===== src/rtl/half_adder_pkg.sv =====
// Shared constants and helpers for the lane-parallel half adder.
package half_adder_pkg;

   localparam int HA_WIDTH_DEFAULT = 1;
   localparam int HA_WIDTH_MAX     = 64;

   function automatic int ha_cnt_w(input int width);
      return $clog2(width + 1);
   endfunction

   function automatic logic [6:0] ha_popcount(input logic [HA_WIDTH_MAX-1:0] v);
      logic [6:0] n;
      n = '0;
      for (int i = 0; i < HA_WIDTH_MAX; i++) begin
         n = n + {6'd0, v[i]};
      end
      return n;
   endfunction

endpackage


===== src/rtl/half_adder_bit.sv =====
// Single combinational half-adder lane.
module half_adder_bit (
   input  logic a,
   input  logic b,
   output logic s,
   output logic co
);

   assign s  = a ^ b;
   assign co = a & b;

endmodule


===== src/rtl/half_adder.sv =====
// Registered lane-parallel half adder with carry summary, one cycle latency.
// Optional parity output enabled by HALF_ADDER_PARITY_EN.
module half_adder
   import half_adder_pkg::*;
#(
   parameter  int WIDTH = HA_WIDTH_DEFAULT,
   localparam int CNT_W = ha_cnt_w(WIDTH)
) (
   input  logic             clk,
   input  logic             rst,
   input  logic             in_valid,
   input  logic [WIDTH-1:0] A,
   input  logic [WIDTH-1:0] B,
   output logic             out_valid,
   output logic [WIDTH-1:0] S,
   output logic [WIDTH-1:0] Co,
   output logic             co_any,
   output logic [CNT_W-1:0] co_count
`ifdef HALF_ADDER_PARITY_EN
   ,
   output logic             parity
`endif
);

   logic [WIDTH-1:0] s_w;
   logic [WIDTH-1:0] co_w;

   for (genvar i = 0; i < WIDTH; i++) begin : g_lane
      half_adder_bit u_bit (
         .a  (A[i]),
         .b  (B[i]),
         .s  (s_w[i]),
         .co (co_w[i])
      );
   end

   logic             out_valid_q, out_valid_d;
   logic [WIDTH-1:0] s_q, s_d;
   logic [WIDTH-1:0] co_q, co_d;
   logic             co_any_q, co_any_d;
   logic [CNT_W-1:0] co_count_q, co_count_d;
   logic             parity_q, parity_d;

   // Data registers only load on a valid input, so X on idle operands never reaches them.
   always_comb begin
      out_valid_d = in_valid;
      s_d         = s_q;
      co_d        = co_q;
      co_any_d    = co_any_q;
      co_count_d  = co_count_q;
      parity_d    = parity_q;
      if (in_valid) begin
         s_d        = s_w;
         co_d       = co_w;
         co_any_d   = |co_w;
         co_count_d = CNT_W'(ha_popcount(HA_WIDTH_MAX'(co_w)));
         parity_d   = ^s_w;
      end
   end

   always_ff @(posedge clk) begin
      if (rst) begin
         out_valid_q <= 1'b0;
         s_q         <= '0;
         co_q        <= '0;
         co_any_q    <= 1'b0;
         co_count_q  <= '0;
         parity_q    <= 1'b0;
      end else begin
         out_valid_q <= out_valid_d;
         s_q         <= s_d;
         co_q        <= co_d;
         co_any_q    <= co_any_d;
         co_count_q  <= co_count_d;
         parity_q    <= parity_d;
      end
   end

   assign out_valid = out_valid_q;
   assign S         = s_q;
   assign Co        = co_q;
   assign co_any    = co_any_q;
   assign co_count  = co_count_q;

`ifdef HALF_ADDER_PARITY_EN
   assign parity = parity_q;
`else
   logic unused_parity;
   assign unused_parity = parity_q;
`endif

endmodule


===== config.mk =====
export PLATFORM = sky130hd
export DESIGN_NAME = half_adder
export DESIGN_NICKNAME = d
export VERILOG_FILES = /design/src/rtl/half_adder_pkg.sv /design/src/rtl/half_adder_bit.sv /design/src/rtl/half_adder.sv
export SDC_FILE = /design/constraint.sdc
export NUM_CORES = 1
export LEC_CHECK = 0
export ABC_AREA = 1
export BUFFER_PORTS_ARGS = -buffer_cell sky130_fd_sc_hd__buf_4
export CELL_PAD_IN_SITES_DETAIL_PLACEMENT = 0
export CELL_PAD_IN_SITES_GLOBAL_PLACEMENT = 1
export CORE_AREA = 2 2 39 41
export DETAILED_ROUTE_END_ITERATION = 7
export DIE_AREA = 0 0 41 43
export GPL_ROUTABILITY_DRIVEN = 0
export PLACE_DENSITY = 0.36
export SLEW_MARGIN = 20
export SYNTH_ARGS = -nofsm -noshare
export SYNTH_HDL_FRONTEND = slang
export SYNTH_SLANG_ARGS = --single-unit

===== constraint.sdc =====
create_clock -name clk -period 1.1 [get_ports clk]
set_clock_uncertainty 0.2 [all_clocks]
set_input_delay 0.055 -clock clk [delete_from_list [all_inputs] [get_ports clk]]
set_output_delay 0.055 -clock clk [all_outputs]
set_load 0.05 [all_outputs]

==> results of run 1 <==
cell usage after synthesis, drive strengths merged:
library cell	instances
nor2	5
dfxtp	3
ha	1
nand2	4
inv	4
buf	2
logic make-up after synthesis:
| group | share of synthesized area [%] |
|---|---|
| fa+ha+maj | 9.17 |
| buf+inv | 22.0 |
| flops | 44.0 |
| simple gates | 24.8 |
tightest hold or removal path, stage by stage:
cell	delay, ns
buf_4	0.08
ha_1	0.11
inv_1	0.03
nand2_1	0.04
nand2_1	0.04
nor2_1	0.07
metal layers:
metal / vias up / track usage, %
met5: - / 0
met1: 46 / 4.81
met3: 0 / 3.14
met4: 0 / 6.00
met2: 10 / 2.81
li1: 78 / -
cell type report:
cell class                 instances  area, um^2
multi-input combinational         10        46.3
clock buffer                       4        26.3
sequential                         3        61.3
inverter                           4        15.0
tap                               16        20.0
timing repair buffer              11        87.6
fill                             161        1130
cells in the final DEF, fill, tap and decap left out:
cell type | synthesis | layout
dlygate4sd3_1 | 0 | 2
dfxtp_1 | 3 | 2
clkbuf_1 | 0 | 1
clkbuf_4 | 0 | 3
ha_1 | 1 | 1
inv_1 | 4 | 4
dfxtp_2 | 0 | 1
nand2_1 | 4 | 4
buf_4 | 2 | 9
nor2_1 | 5 | 5
worst max-delay path by stage:
stage	from	end	slack [ns]	cells past startpoint
floorplan	S	S	0.06	2
global placement	A	S	0.16	6
detailed placement	A	S	0.17	6
CTS	co_count	co_any	0.07	1
global route	co_count	Co	0.04	1
finish	co_count	co_any	0.09	1
stage by stage:
| stage | total power (uW) | utilization [%] | worst slack [ns] |
|---|---|---|---|
| 5_1_grt | 443 | 18.5 | 0.0415 |
| 6_report | 405 | 18.5 | 0.0864 |
| 2_1_floorplan | 185 | - | 0.0648 |
| 3_5_place_dp | 213 | 15.2 | 0.171 |
| 4_1_cts | 419 | 18.5 | 0.0686 |
| 3_3_place_gp | 213 | 15.2 | 0.161 |
power by group through the flow:
stage,Combinational (uW),Clock (uW),Sequential [uW]
5_1_grt,101,220,122
3_5_place_dp,89.4,0,123
6_report,94.5,189,121
4_1_cts,95.2,203,121
3_3_place_gp,90.4,0,123
2_1_floorplan,37.2,0,148
registers in the layout (all words and copies together) (netlist names):
register / flops
co_count: 1
out_valid: 1
S: 1
==> flow_summary.yaml, run 1 <==
run_status:
  status: "finished clean"
final_layout:
  fin_nets: 39
  design_area_um2: 256
  n_antenna_cell: 0
  drive_above_1_share_pct: 40.6
  final_cells: 48
  syn2layout_area_growth_pct: 88.1
critical_path:
  max_stage_delay_ns: 0.33
  slowest_stage: "dfxtp_2"
  crit_type: "reg -> out"
  timing.rr.start: "co_count"
  cp_max_fo: 4
  reg2reg_to: "co_count"
  cp-end-kind: "output port"
  r2r_cells: 2
  arrival_ns: 0.76
  path_delay_family: "flip-flops"
  cp-start-kind: "flip-flop"
  critPathBufInv: 1
  required_ns: 0.84
  path_cells: "buf_4"
  reg2reg_slack_ns: 0.33
routing:
  highest_layer: "met3"
  wl_um: 282
  postRouteAntennaNets: 0
  wl_met1_um: 136
  drtPass1Iterations: 2
  dr_wl_met3_um: 60
  wl_per_cell_um: 5.88
  drt_iter0_markers: 1
  num_vias: 134
  route.met2.wl_um: 85
  via_per_inst: 2.79
  drc: 0
yosys:
  synthTopCellsByArea: "dfxtp_1 44%, nor2_1 14%, buf_4 11%"
  yosys_warnings: 0
  synthesis.nets: 25
  synth_top_area_share_pct: 44.0
  synthCells: 19
  yosysSeqAreaShare_pct: 44.0
  synth_top_cell_by_area: "dfxtp_1"
  avgSynthCellArea_um2: 7.18
  synth-seq-cells: 3
  syn_area_um2: 136
  ys_types: 6
global_route:
  grt_usage_pct: 3.91
  grt_overflow: 0
  antenna_found_initial: 0
  grt_pass1_wl_um: 393
  grt_max_degree: 6
  grt_pass1_vias: 90
timing:
  slew_viol_final: 0
  fin_crit_ns: 1.01
  relSlewSlack_pct: 90.4
  fin_crit_sh_pct: 92.1
  hold_ws_ns: 0.0363
  tightest_slew_ns: 0.146
  finalSetupViolCount: 0
  hold_viol: 0
  fmax_mhz: 987
  rsz0062_at_grt: "no"
  final.setup.tns_ns: 0
floorplan:
  core-area_um2: 1380
  dieWidth_um: 41
  rows: 14
  dieArea_um2: 1760
  fp.dieH_um: 43
  io_pins: 10
  start_util_pct: 9.86
cts:
  cts_hold_buf: 2
  cts_resized: 0
  cts_root_buf: "clkbuf_4"
  postCtsSetupRepairBufs: 0
  cts_tree: "built"
  cts_buffer_depth: 2
  clkTransAtPathRegs_ns: 0.03
  cts.sinks: 3
  cts_buffers: 3
  htreeDepth: 1
  clock_latency_ns: 0.23
job:
  maxCapViolCount: 0
pwr:
  power-per-cell-area_nw_per_um2: 1580
  p_int_uw: 288
  leakage_uw: 0.000142
  combPwrFrac_pct: 23.3
  switchingPower_uw: 117
  pwr-share-clk_pct: 46.7
  p_seq_share_pct: 29.9
  vdd_drop_max_uv: 249
  p_sw_share_pct: 28.8
hold_path:
  hold_depth: 6
  min_to: "S"
  hp-start: "B"
  hp-class: "in -> reg"
place:
  portBuffers: 9
  dp.cells: 42
  placed_area_um2: 210
Note: power is estimated with default switching activity, not from simulation.
==> inputs of run 2 (changes only) <==
--- a/config.mk
+++ b/config.mk
@@ -7,12 +7,14 @@
 export LEC_CHECK = 0
 export ABC_AREA = 1
 export BUFFER_PORTS_ARGS = -buffer_cell sky130_fd_sc_hd__buf_4
+export CAP_MARGIN = 20
 export CELL_PAD_IN_SITES_DETAIL_PLACEMENT = 0
 export CELL_PAD_IN_SITES_GLOBAL_PLACEMENT = 1
-export CORE_AREA = 2 2 39 41
+export CORE_AREA = 5 5 42 44
 export DETAILED_ROUTE_END_ITERATION = 7
-export DIE_AREA = 0 0 41 43
+export DIE_AREA = 0 0 47 49
 export GPL_ROUTABILITY_DRIVEN = 0
+export MAX_ROUTING_LAYER = met4
 export PLACE_DENSITY = 0.36
 export SLEW_MARGIN = 20
 export SYNTH_ARGS = -nofsm -noshare
==> run 2 against run 1 <==
  * Register-to-register slack about the same
  * Core utilization shrank 0.23 points
  * Design area unchanged
  * Non-clock buffer count unchanged
  * Global-route usage rose by 0.34 points
  * Critical path type unchanged
  * Final cell count unchanged
  * Combinational power about the same
  * Sequential power barely moved
  * Via count is 1.5% higher
  * Hold slack about the same
  * Sequential cell count unchanged
==> flow_summary.yaml, run 2 (synthesized netlist as in run 1, its figures left out) <==
run_status:
  status: "finished clean"
routing:
  drt_iter0_markers: 3
  via_per_inst: 2.83
  drtPass1Iterations: 4
  drc: 0
  num_vias: 136
  postRouteAntennaNets: 0
  wl_um: 338
  wl_per_cell_um: 7.04
timing:
  fin_crit_ns: 1.02
  finalSetupViolCount: 0
  final.setup.tns_ns: 0
  slew_viol_final: 0
  fmax_mhz: 982
  hold_ws_ns: 0.0361
  finalWorstSetupSlack_ns: 0.0815
  fin_crit_sh_pct: 92.6
  rsz0062_at_grt: "no"
  relSlewSlack_pct: 90.2
  tightest_slew_ns: 0.148
  hold_viol: 0
final_layout:
  n_antenna_cell: 0
  layout_commonest_cell: "buf_4"
  design_area_um2: 256
  fin_nets: 39
  syn2layout_area_growth_pct: 88.1
  drive_above_1_share_pct: 40.6
  final_cell_mix: "9 x buf_4, 5 x nor2_1, 4 x inv_1, 4 x nand2_1, 3 x clkbuf_4"
critical_path:
  reg2reg_to: "co_count"
  max_stage_delay_ns: 0.34
  required_ns: 0.84
  crit_start: "co_count"
  critPathBufInv: 1
  cp-end-kind: "output port"
  timing.rr.start: "co_count"
  arrival_ns: 0.76
  slowest_stage: "dfxtp_2"
  path_cells: "buf_4"
  cp-start-kind: "flip-flop"
  reg2reg_slack_ns: 0.33
  path_delay_family: "flip-flops"
  cp_max_fo: 4
  crit_type: "reg -> out"
  r2r_cells: 2
global_route:
  antenna_found_initial: 0
  grt_overflow: 0
  grt_usage_pct: 4.25
  grt_pass1_wl_um: 545
  grt_pass1_vias: 138
  grt_max_degree: 6
cts:
  clkTransAtPathRegs_ns: 0.04
  htreeDepth: 1
  cts.sinks: 3
  cts_tree: "built"
  cts_root_buf: "clkbuf_4"
  clock_latency_ns: 0.23
  cts_buffers: 3
  postCtsSetupRepairBufs: 0
  cts_buffer_depth: 2
job:
  maxCapViolCount: 0
floorplan:
  start_util_pct: 9.73
  dieArea_um2: 2300
  fp.dieH_um: 49
  rows: 14
  dieWidth_um: 47
  core-area_um2: 1400
  io_pins: 10
hold_path:
  hp-class: "in -> reg"
  hold_depth: 6
  hp-start: "B"
  min_to: "S"
pwr:
  power-per-cell-area_nw_per_um2: 1590
  vdd_drop_max_uv: 331
  total_power_uw: 407
  leakage_uw: 0.000142
place:
  dp_hpwl_um: 247
  portBuffers: 9
  placed_area_um2: 210
  pre_cts_slack_ns: 0.166
run 2: cell counts in the layout (fill, tap and decap cells not counted):
Identical to the previous run, type by type.
run 2: timing repair:
item / CTS / global route
resized for setup: 0 / 0
endpoints found under the hold margin: 3 / 0
hold buffers: 2 / 0
run 2: layer usage:
| metal | global-route usage (%) | part of all wire, % | up-vias |
|---|---|---|---|
| met5 | - | 0 | - |
| met4 | 9.68 | 0 | 0 |
| met3 | 1.11 | 12 | 0 |
| met2 | 3.39 | 44 | 9 |
| met1 | 4.38 | 43 | 50 |
| li1 | - | - | 77 |
run 2: area by class of cell:
cell class | instances | area (um^2)
sequential | 3 | 61.3
clock buffer | 4 | 26.3
inverter | 4 | 15.0
timing repair buffer | 11 | 87.6
tap | 16 | 20.0
multi-input combinational | 10 | 46.3
fill | 173 | 1140
run 2: worst max-delay path by stage:
stage	to	cells after the start	slack, ns
after floorplan	S	2	0.06
after global placement	S	6	0.16
after detailed placement	S	6	0.17
after CTS	Co	1	0.06
after global routing	S	1	0.04
final	Co	1	0.08
run 2: through the flow:
stage                     util, %  std cells
after floorplan                 -         19
after global placement       15.0         42
after detailed placement     15.0         42
after CTS                    18.3         48
after global routing         18.3         48
final                        18.3         48
run 2: worst reg2reg max path, delay by kind of cell, from the launching register on:
| kind | cells | cell delay (ns) |
|---|---|---|
| simple gates | 2 | 0.14 |
| flops | 1 | 0.32 |
run 2: power breakdown:
group | total (uW) | internal [uW] | switching, uW
logic | 94.6 | 35.3 | 59.3
registers | 121 | 117 | 4.19
clock network | 191 | 136 | 55.3
total | 407 | 288 | 119
